--- src/rtl/bus_slave_timer_pkg.sv ---
// Shared constants for the bus-slave interval timer: bus signalling levels,
// register word indices and control/interrupt bit positions.
package bus_slave_timer_pkg;

    // Bus geometry
    localparam int TIMER_DATA_W = 32;
    localparam int TIMER_REG_AW = 2;

    // Bus direction and active-low strobe levels
    localparam logic READ     = 1'b1;
    localparam logic WRITE    = 1'b0;
    localparam logic ENABLE_  = 1'b0;
    localparam logic DISABLE_ = 1'b1;

    // Register word indices inside the slave
    typedef enum logic [1:0] {
        TIMER_ADDR_CTRL    = 2'd0,
        TIMER_ADDR_INTR    = 2'd1,
        TIMER_ADDR_EXPR    = 2'd2,
        TIMER_ADDR_COUNTER = 2'd3
    } timer_addr_e;

    // Bit locations within CTRL and INTR
    localparam int TIMER_START_LOC = 0;
    localparam int TIMER_MODE_LOC  = 1;
    localparam int TIMER_IRQ_LOC   = 0;

endpackage

--- src/rtl/bus_slave_timer.sv ---
// Bus-slave interval timer. Decodes one chip-select, exposes CTRL/INTR/EXPR/
// COUNTER, counts clock cycles while started and raises irq when COUNTER
// reaches EXPR. Every accepted access is answered one cycle later.
module bus_slave_timer
    import bus_slave_timer_pkg::*;
#(
    parameter int DATA_W = TIMER_DATA_W,
    parameter int REG_AW = TIMER_REG_AW
) (
    input  logic              clk,
    input  logic              reset_,
    input  logic              cs_,
    input  logic              as_,
    input  logic              rw,
    input  logic [REG_AW-1:0] addr,
    input  logic [DATA_W-1:0] wrData,
    output logic [DATA_W-1:0] rdData,
    output logic              rdy_,
    output logic              irq
);

    logic              r_start;
    logic              r_periodic;
    logic              r_irq;
    logic [DATA_W-1:0] r_expr;
    logic [DATA_W-1:0] r_counter;
    logic              r_rdy_n;
    logic [DATA_W-1:0] r_rd_data;

    logic              w_req;
    logic              w_wr;
    logic              w_expire;
    logic [DATA_W-1:0] w_rd_sel;

    assign w_req    = (cs_ == ENABLE_) && (as_ == ENABLE_);
    assign w_wr     = w_req && (rw == WRITE);
    assign w_expire = r_start && (r_counter == r_expr);

    // Select the register image returned by a read (pre-update values)
    always_comb begin
        w_rd_sel = {DATA_W{1'b0}};
        case (addr)
            REG_AW'(TIMER_ADDR_CTRL): begin
                w_rd_sel[TIMER_START_LOC] = r_start;
                w_rd_sel[TIMER_MODE_LOC]  = r_periodic;
            end
            REG_AW'(TIMER_ADDR_INTR): begin
                w_rd_sel[TIMER_IRQ_LOC] = r_irq;
            end
            REG_AW'(TIMER_ADDR_EXPR): begin
                w_rd_sel = r_expr;
            end
            REG_AW'(TIMER_ADDR_COUNTER): begin
                w_rd_sel = r_counter;
            end
            default: begin
                w_rd_sel = {DATA_W{1'b0}};
            end
        endcase
    end

    // Bus response: one-cycle rdy_ pulse per accepted access, read data only on reads
    always_ff @(posedge clk) begin
        if (!reset_) begin
            r_rdy_n   <= DISABLE_;
            r_rd_data <= {DATA_W{1'b0}};
        end else if (w_req) begin
            r_rdy_n   <= ENABLE_;
            r_rd_data <= (rw == READ) ? w_rd_sel : {DATA_W{1'b0}};
        end else begin
            r_rdy_n   <= DISABLE_;
            r_rd_data <= {DATA_W{1'b0}};
        end
    end

    // Timer state: bus writes take priority over hardware updates, except that
    // an expiry always leaves IRQ set
    always_ff @(posedge clk) begin
        if (!reset_) begin
            r_start    <= 1'b0;
            r_periodic <= 1'b0;
            r_irq      <= 1'b0;
            r_expr     <= {DATA_W{1'b0}};
            r_counter  <= {DATA_W{1'b0}};
        end else begin
            // CTRL: software write overrides the one-shot auto-stop
            if (w_wr && (addr == REG_AW'(TIMER_ADDR_CTRL))) begin
                r_start    <= wrData[TIMER_START_LOC];
                r_periodic <= wrData[TIMER_MODE_LOC];
            end else if (w_expire && !r_periodic) begin
                r_start <= 1'b0;
            end else begin
                r_start <= r_start;
            end

            // INTR: hardware set beats software clear; software cannot set
            if (w_expire) begin
                r_irq <= 1'b1;
            end else if (w_wr && (addr == REG_AW'(TIMER_ADDR_INTR)) &&
                         !wrData[TIMER_IRQ_LOC]) begin
                r_irq <= 1'b0;
            end else begin
                r_irq <= r_irq;
            end

            // EXPR: plain read/write register
            if (w_wr && (addr == REG_AW'(TIMER_ADDR_EXPR))) begin
                r_expr <= wrData;
            end else begin
                r_expr <= r_expr;
            end

            // COUNTER: bus write beats increment and expiry clear
            if (w_wr && (addr == REG_AW'(TIMER_ADDR_COUNTER))) begin
                r_counter <= wrData;
            end else if (w_expire) begin
                r_counter <= {DATA_W{1'b0}};
            end else if (r_start) begin
                r_counter <= r_counter + {{(DATA_W-1){1'b0}}, 1'b1};
            end else begin
                r_counter <= r_counter;
            end
        end
    end

    assign rdData = r_rd_data;
    assign rdy_   = r_rdy_n;
    assign irq    = r_irq;

endmodule

--- config.mk ---
export PLATFORM = sky130hd
export DESIGN_NAME = bus_slave_timer
export DESIGN_NICKNAME = d
export VERILOG_FILES = /design/src/rtl/bus_slave_timer_pkg.sv /design/src/rtl/bus_slave_timer.sv
export SDC_FILE = /design/constraint.sdc
export NUM_CORES = 1
export LEC_CHECK = 0
export BUFFER_PORTS_ARGS = -buffer_cell sky130_fd_sc_hd__buf_2
export CORE_MARGIN = 1.5
export CORE_UTILIZATION = 35
export DETAILED_ROUTE_END_ITERATION = 7
export GPL_ROUTABILITY_DRIVEN = 0
export RECOVER_POWER = 25
export SLEW_MARGIN = 25
export SYNTH_ARGS = -nofsm -noshare
export SYNTH_HDL_FRONTEND = slang
export SYNTH_SLANG_ARGS = --single-unit
--- constraint.sdc ---
create_clock -name clk -period 3.9 [get_ports clk]
set_clock_uncertainty 0.1 [all_clocks]
set_input_delay 0.195 -clock clk [delete_from_list [all_inputs] [get_ports clk]]
set_output_delay 0.195 -clock clk [all_outputs]
set_load 0.05 [all_outputs]
; ---- Yosys cells after proc, flatten, opt, wreduce, memory -nomap -nowiden
; Cells that the tools add are included.
[word_totals]
reg_bits = 100
input_bits = 39
word_cells = 42
[classes]
addsub = 1
n_eq_ne = 4
muxes = 11
bitwise = 3
reduce_logical = 16
[ops]
columns = op, count
row1 = $mux W32, 3
row2 = $pmux W30 S2, 1
row3 = $add A32 B1 Y32 const B, 1
row4 = $eq A32 B32 Y1, 1
row5 = $logic_and A1 B1 Y1, 9
row6 = $mux W1, 5
row7 = $eq A2 B2 Y1 const B, 2
row8 = $pmux W1 S4, 1
row9 = $reduce_bool A2 Y1, 2
row10 = $not A1 Y1, 3
row11 = $pmux W1 S3, 1
row12 = $reduce_and A3 Y1, 1
row13 = $reduce_bool A3 Y1, 1
row14 = $eq A2 B1 Y1 const B, 1
row15 = $logic_not A1 Y1, 2
row16 = $logic_not A2 Y1, 1

; ---- Depth between registers and ports, before layout
; Gate-level depths: netlist of run 1.
[depth]
ltp_word = 7
ltp_mapped = 8
depth_no_buf = 7

; ---- Least setup slack after synthesis of run 1
; No wires, ideal clock.
[synth_timing]
kind = flip-flop to flip-flop
startpoint = reg r_counter[0]
endpoint = reg r_counter[14]
setup_time_ps = 116
arrival_ps = 1539
path_slack_ps = 2145
path_stages_with_launch = 8
n_path_buf = 0
period_less_slack_ps = 1755
cell_sequence = dfxtp_1 > ha_1 > nand2_1 > nor3_4 > and2_1 > nand3_1 > xnor2_1 > a41o_1
[synth_between]
elab_chain_cells = 4
elab_cells_between_ends = 7
[synth_lines]
columns = element, line_no
row1 = "start, declared", bus_slave_timer.sv:26  ; logic [DATA_W-1:0] r_counter;
row2 = "start signal, assigned", bus_slave_timer.sv:84  ; r_counter <= {DATA_W{1'b0}};
row3 = "start signal, assigned", bus_slave_timer.sv:115  ; r_counter <= wrData;
row4 = "start signal, assigned", bus_slave_timer.sv:117  ; r_counter <= {DATA_W{1'b0}};
row5 = $add A32 B1 Y32 or $eq A32 B32 Y1 (tied branches), "bus_slave_timer.sv:119, bus_slave_timer.sv:37"
row6 = $mux W32 or $logic_and A1 B1 Y1 (tied branches), "bus_slave_timer.sv:118, bus_slave_timer.sv:37"
row7 = $mux W32, bus_slave_timer.sv:116  ; end else if (w_expire) begin
row8 = $mux W32, bus_slave_timer.sv:114  ; if (w_wr && (addr == REG_AW'(TIMER_ADDR_COUNTER))) begin
; Several ways; a longest one is shown, not always the timed one. The select of a mux whose other input is x is not followed.
; A chain may end at the register's enable or synchronous reset.

; ---- Final worst setup path of run 1
[layout_timing]
startpoint = reg r_start
endpoint = reg r_counter[30]
[layout_between]
elab_chain_cells = 3
elab_cells_between_ends = 4
[layout_lines]
columns = element, line_no
row1 = "start, declared", bus_slave_timer.sv:22  ; logic r_start;
row2 = "start signal, assigned", bus_slave_timer.sv:88  ; r_start <= wrData[TIMER_START_LOC];
row3 = "start signal, assigned", bus_slave_timer.sv:93  ; r_start <= r_start;
row4 = $logic_and A1 B1 Y1, bus_slave_timer.sv:37  ; assign w_expire = r_start && (r_counter == r_expr);
row5 = $mux W32, bus_slave_timer.sv:116
row6 = $mux W32, bus_slave_timer.sv:114
row7 = "end signal, assigned", bus_slave_timer.sv:115
row8 = "end signal, assigned", bus_slave_timer.sv:117
row9 = "end signal, assigned", bus_slave_timer.sv:119  ; r_counter <= r_counter + {{(DATA_W-1){1'b0}}, 1'b1};
; Several ways; a longest one is shown, not always the timed one.

==> qor.yml, run 1 <==
die-area_um2: 14400
cts-root-buf: "clkbuf_16"
syn_area_um2: 4800
yosys.area.top_type: "dfxtp_1"
power_density_nw_per_um2: 371
diodes: 0
postCtsSetupRepairBufs: 0
cp.required_ns: 4.02
hold_viol_final: 0
outcome: "finished clean"
rrSetupSlack_ns: 0.84
start_util_pct: 36.1
ys_async_sr_fraction_pct: 0
cts_hold_buf: 15
cp-startpoint: "r_start$_SDFFE_PN0P_"
netlist_top_cells_count: "dfxtp_1, nand2_1, a21oi_1"
grt_overflow: 0
synthFlopType: "dfxtp_1"
start_kind: "flop"
path_cells: "inv_1 > nor2_1 > nand4_1 > nand4_1 > buf_4 > o22ai_1"
ir_worst_vdd_uv: 172
cts_resized: 0
io_buffers: 72
hpwl_um: 8720
synth_seq_cells: 100
clock_path_buffers: 2
cp-end-kind: "flop"
fin_area_um2: 5610
reg2reg_to: "r_counter[30]$_SDFFE_PN0P_"
synth-seq-area-share_pct: 41.7
layout_min_cycle_time_ns: 3.06
grt_use_total_pct: 18.5
fmax_mhz: 327
yosysMostFrequentCell: "dfxtp_1"
grt_max_degree: 39
fp.dieW_um: 120
drive_above_1_share_pct: 12.8
crit_slowest_cell: "dfxtp_1"
die_h_um: 120
tightest_slew_ns: 0.947
drcViolationCount: 0
place_area_um2: 5220
yosys_warnings: 0
cts_buffers: 9
cp.arrival_ns: 3.18
dr.pass1.iters: 4
path_clk_slew_ns: 0.07
wl_per_cell_um: 16.2
cts_htree_levels: 3
grt_pass1_wl_um: 21200
synth_cell_types: 47
synth_area_leaders: "dfxtp_1, xnor2_1, a21oi_1, mux2i_1, nand2_1"
critical_path_class: "reg2reg"
cp_max_fo: 32
viasPerCell: 5.23
crit_path_frequent_cell: "nand4_1"
area_growth_pct: 16.9
worst-r2r-cell-count: 6
num_vias: 4224
cts_tree: "yes"
nNetsFinal: 667
hp-class: "in2reg"
wirelength_um: 13100
route.antenna.remaining_nets: 0
synth_edf_count: 0
r2r-start: "r_start$_SDFFE_PN0P_"
antenna_found_initial: 0
fp-row-count: 42
io_pins: 73
synth_top_cell_area_share_pct: 41.7
crit_end: "r_counter[30]$_SDFFE_PN0P_"
core_region_area_um2: 13300
setup_viol: 0
clock_sinks: 100
drt_iter0_drc: 198
maxCapViolations: 0
tns_ns: 0
worstSkewPairLatency_ns: 0.35
leakage_uw: 0.00207
grt_setup_unrepaired: "false"
grt_pass1_vias: 4098
syn-num-nets: 610
slew_violations: 0
fin_crit_sh_pct: 78.5
maxSlewHeadroom_pct: 36.8
syn_inst: 570
avgSynthCellArea_um2: 8.42
max_stage_delay_ns: 0.60
## registers in the layout, summed over array words and instances, names as in the netlist
name	flops
r_counter	32
rdData	32
r_periodic	1
irq	1
r_expr	32
r_start	1
rdy_	1
## critical path, delay by kind of cell, from the launching register on
family,cells,cell delay (ns)
AO/OA/AOI/OAI,1,0.12
flip-flops,1,0.60
AND/OR/NAND/NOR,3,1.24
buffers and inverters,2,0.86
## cells by family after synthesis
logic type / after synthesis / synth area share, %
AND/OR/NAND/NOR: 224 / 23.7
buffers and inverters: 52 / 4.80
adder cells (fa/ha/maj): 1 / 0.261
multiplexers: 33 / 7.17
AO/OA/AOI/OAI: 101 / 11.6
flip-flops: 100 / 41.7
XOR/XNOR: 59 / 10.8
## per-stage QoR
step / power (uW) / worst slack, ns / instances / util, % / hold slack, ns
floorplan: 1170 / 2.15 / 570 / - / 0.212
global placement: 1220 / 0.992 / 777 / 39.3 / 0.331
detailed placement: 1230 / 0.909 / 777 / 39.3 / 0.334
CTS: 2100 / 0.894 / 808 / 42.5 / 0.000484
global route: 2160 / 0.616 / 808 / 42.2 / 0.0102
finish: 2080 / 0.839 / 808 / 42.2 / 0.00441
## cells in the final DEF, fill, tap and decap left out, types with 2 or more instances in the layout
cell type        n
a21oi_1         64
and3_1          30
and3_2           2
buf_2           39
buf_4            7
clkbuf_1        33
clkbuf_16        9
clkinv_2         2
dfxtp_1        100
dlygate4sd3_1   15
inv_1            3
inv_6            3
mux2i_1         31
nand2_1         80
nand3_1         19
nand4_1         18
nor2_1          47
nor2_2           2
nor3_1           3
nor3_2           2
nor3_4           2
nor4_1           3
o21ai_0          7
o22ai_1         24
or3_1            3
xnor2_1         42
xor2_1          17
## layout make-up
cell class                 instances  area (um2)
clock buffer                      10         239
clock inverter                     6        45.0
fill                            1347        7680
inverter                           4        15.0
multi-input combinational        418        2570
sequential                       100        2000
tap                              176         220
timing repair buffer              94         522
## worst min-delay path by stage
stage	start	end	slack (ns)	cells past startpoint
global route	wrData[15]	r_expr[15]$_SDFFE_PN0P_	0.01	3
global placement	cs_	rdy_$_SDFF_PN1_	0.33	3
finish	wrData[16]	r_expr[16]$_SDFFE_PN0P_	0.004	3
floorplan	cs_	rdy_$_SDFF_PN1_	0.21	2
CTS	wrData[21]	r_expr[21]$_SDFFE_PN0P_	0.0005	3
detailed placement	cs_	rdy_$_SDFF_PN1_	0.33	3
## power by group
group	switching [uW]	leakage, uW	internal [uW]
Clock	412	0.000144	456
Sequential	21.6	0.000807	1030
Combinational	88.3	0.00112	69.6
## per-layer routing
layer,up-vias,routed length (um),GRT usage [%]
met2,113,6110,28.9
met3,27,614,3.52
met4,0,317,7.74
met1,2003,6010,25.0
met5,-,0,0
li1,2081,-,-
Note: power is estimated with default switching activity, not from simulation.
==> inputs of run 2 (changes only) <==
==> constraint.sdc (replaced) <==
create_clock -name clk -period 2.9 [get_ports clk]
set_clock_uncertainty 0.1 [all_clocks]
set_input_delay 0.145 -clock clk [delete_from_list [all_inputs] [get_ports clk]]
set_output_delay 0.145 -clock clk [all_outputs]
set_load 0.05 [all_outputs]
==> run 2 against run 1 <==
Via count fell by 0.12%. Clock-buffer cell count is the same. Critical path depth is the same.
==> qor.yml, run 2 (same netlist as run 1, synthesis figures left out) <==
drt_iter0_drc: 248
cp_max_fo: 13
cts_buffers: 9
io_pins: 73
grt_overflow: 0
num_vias: 4219
worst-r2r-cell-count: 6
hold_viol_final: 0
die_h_um: 120
core_region_area_um2: 13300
area_growth_pct: 22.7
antenna_found_initial: 0
nNetsFinal: 692
power_switching_uw: 698
power_frac_seq_pct: 47.6
grt_pass1_vias: 3915
clock_sinks: 100
cts_htree_levels: 3
path_clk_slew_ns: 0.06
diodes: 0
crit_path_frequent_cell: "nand4_1"
die-area_um2: 14400
hpwl_um: 8770
rrSetupSlack_ns: 0.74
drive_above_1_share_pct: 13.0
viasPerCell: 5.07
layout_common_cells: "dfxtp_1, nand2_1, a21oi_1"
r2r-start: "r_counter[3]$_SDFFE_PN0P_"
postCtsSetupRepairBufs: 0
cp-end-kind: "flop"
tightest_slew_ns: 0.698
path_cells: "xor2_1 > nor4_1 > nand4_1 > nand4_1 > buf_4 > o22ai_1"
dr.pass1.iters: 7
cp.arrival_ns: 2.27
drcViolationCount: 0
cp.depth: 6
hp-class: "in2reg"
cts_tree: "yes"
fmax_mhz: 462
crit_end: "r_counter[30]$_SDFFE_PN0P_"
crit_family: "simple AND/OR/NAND/NOR gates"
fp.dieW_um: 120
p_int_uw: 2280
max_stage_delay_ns: 0.50
layout_min_cycle_time_ns: 2.16
grt_setup_unrepaired: "false"
setup_viol: 0
grt_use_total_pct: 18.5
final_common_cell: "dfxtp_1"
tns_ns: 0
start_kind: "flop"
cts_resized: 0
hold_ws_ns: 0.0376
power_density_nw_per_um2: 506
fin_crit_sh_pct: 74.6
grt_max_degree: 48
reg2reg_to: "r_counter[30]$_SDFFE_PN0P_"
maxSlewHeadroom_pct: 53.4
leakage_uw: 0.00219
fp-row-count: 42
ir_worst_vdd_uv: 297
io_buffers: 72
power_frac_clock_pct: 44.5
cp.required_ns: 3.01
cp-startpoint: "r_counter[3]$_SDFFE_PN0P_"
crit_slowest_cell: "dfxtp_1"
cts-root-buf: "clkbuf_16"
maxCapViolations: 0
path_buf_inv: 1
clock_path_buffers: 2
slew_violations: 0
wl_per_cell_um: 15.9
start_util_pct: 36.1
power_frac_comb_pct: 7.9
worstSkewPairLatency_ns: 0.35
route.antenna.remaining_nets: 0
switching_share_pct: 23.4
outcome: "finished clean"
grt_pass1_wl_um: 20800
wirelength_um: 13300
critical_path_class: "reg2reg"
run 2: changes by cell type in the layout (fill, tap and decap cells not counted):
| cell | change |
|---|---|
| dlygate4sd3_1 | +20 |
| bufinv_16 | +2 |
| clkinvlp_4 | +1 |
| clkinv_2 | -2 |
| buf_4 | +5 |
| inv_6 | -2 |
run 2: what timing repair did:
action | CTS | global route
setup endpoints to repair | 0 | 0
hold buffers | 35 | 0
endpoints found under the hold margin | 38 | 0
run 2: worst min-delay path by stage:
| stage | endpoint | cells after the start | slack (ns) | start |
|---|---|---|---|---|
| 2_1_floorplan | rdy_$_SDFF_PN1_ | 2 | 0.16 | cs_ |
| 3_5_place_dp | rdy_$_SDFF_PN1_ | 3 | 0.28 | cs_ |
| 3_3_place_gp | rdy_$_SDFF_PN1_ | 3 | 0.28 | cs_ |
| 6_report | rdy_$_SDFF_PN1_ | 2 | 0.04 | reset_ |
| 5_1_grt | rdy_$_SDFF_PN1_ | 2 | 0.04 | reset_ |
| 4_1_cts | rdy_$_SDFF_PN1_ | 2 | 0.02 | reset_ |
run 2: stage by stage:
step | instances | setup WS [ns] | total power, uW | cell area (um2) | utilization, %
floorplan | 570 | 1.15 | 1570 | 4800 | -
global placement | 782 | 0.805 | 1650 | 5260 | 39.5
detailed placement | 782 | 0.784 | 1650 | 5260 | 39.5
CTS | 832 | 0.767 | 3000 | 5930 | 44.6
global route | 832 | 0.596 | 3070 | 5890 | 44.3
finish | 832 | 0.737 | 2980 | 5890 | 44.3
run 2: worst reg2reg max path, stage by stage (launching register included):
cell and delay, ns:
dfxtp_1 0.50, xor2_1 0.19, nor4_1 0.49, nand4_1 0.19, nand4_1 0.22, buf_4 0.24
o22ai_1 0.10
run 2: layout make-up:
cell class              instances  area [um2]
clock inverters                 5        85.1
well taps                     176         220
fillers                      1325        7410
inverters                       4        15.0
clock buffers                  10         239
repair buffers                119         759
multi-input cells             418        2570
flip-flops and latches        100        2000
run 2: routing by layer:
| layer | share of wire [%] | track usage [%] | routed length [um] |
|---|---|---|---|
| met1 | 46 | 24.7 | 6160 |
| met2 | 46 | 29.7 | 6160 |
| met3 | 5.2 | 3.23 | 686 |
| met4 | 1.9 | 6.99 | 255 |
| met5 | 0 | 0 | 0 |
run 2: power groups by stage:
stage	sequential [uW]	combinational, uW	clock, uW
finish	1420	236	1330
global route	1420	258	1390
CTS	1420	237	1350
detailed placement	1450	200	0
global placement	1450	199	0
floorplan	1440	130	0
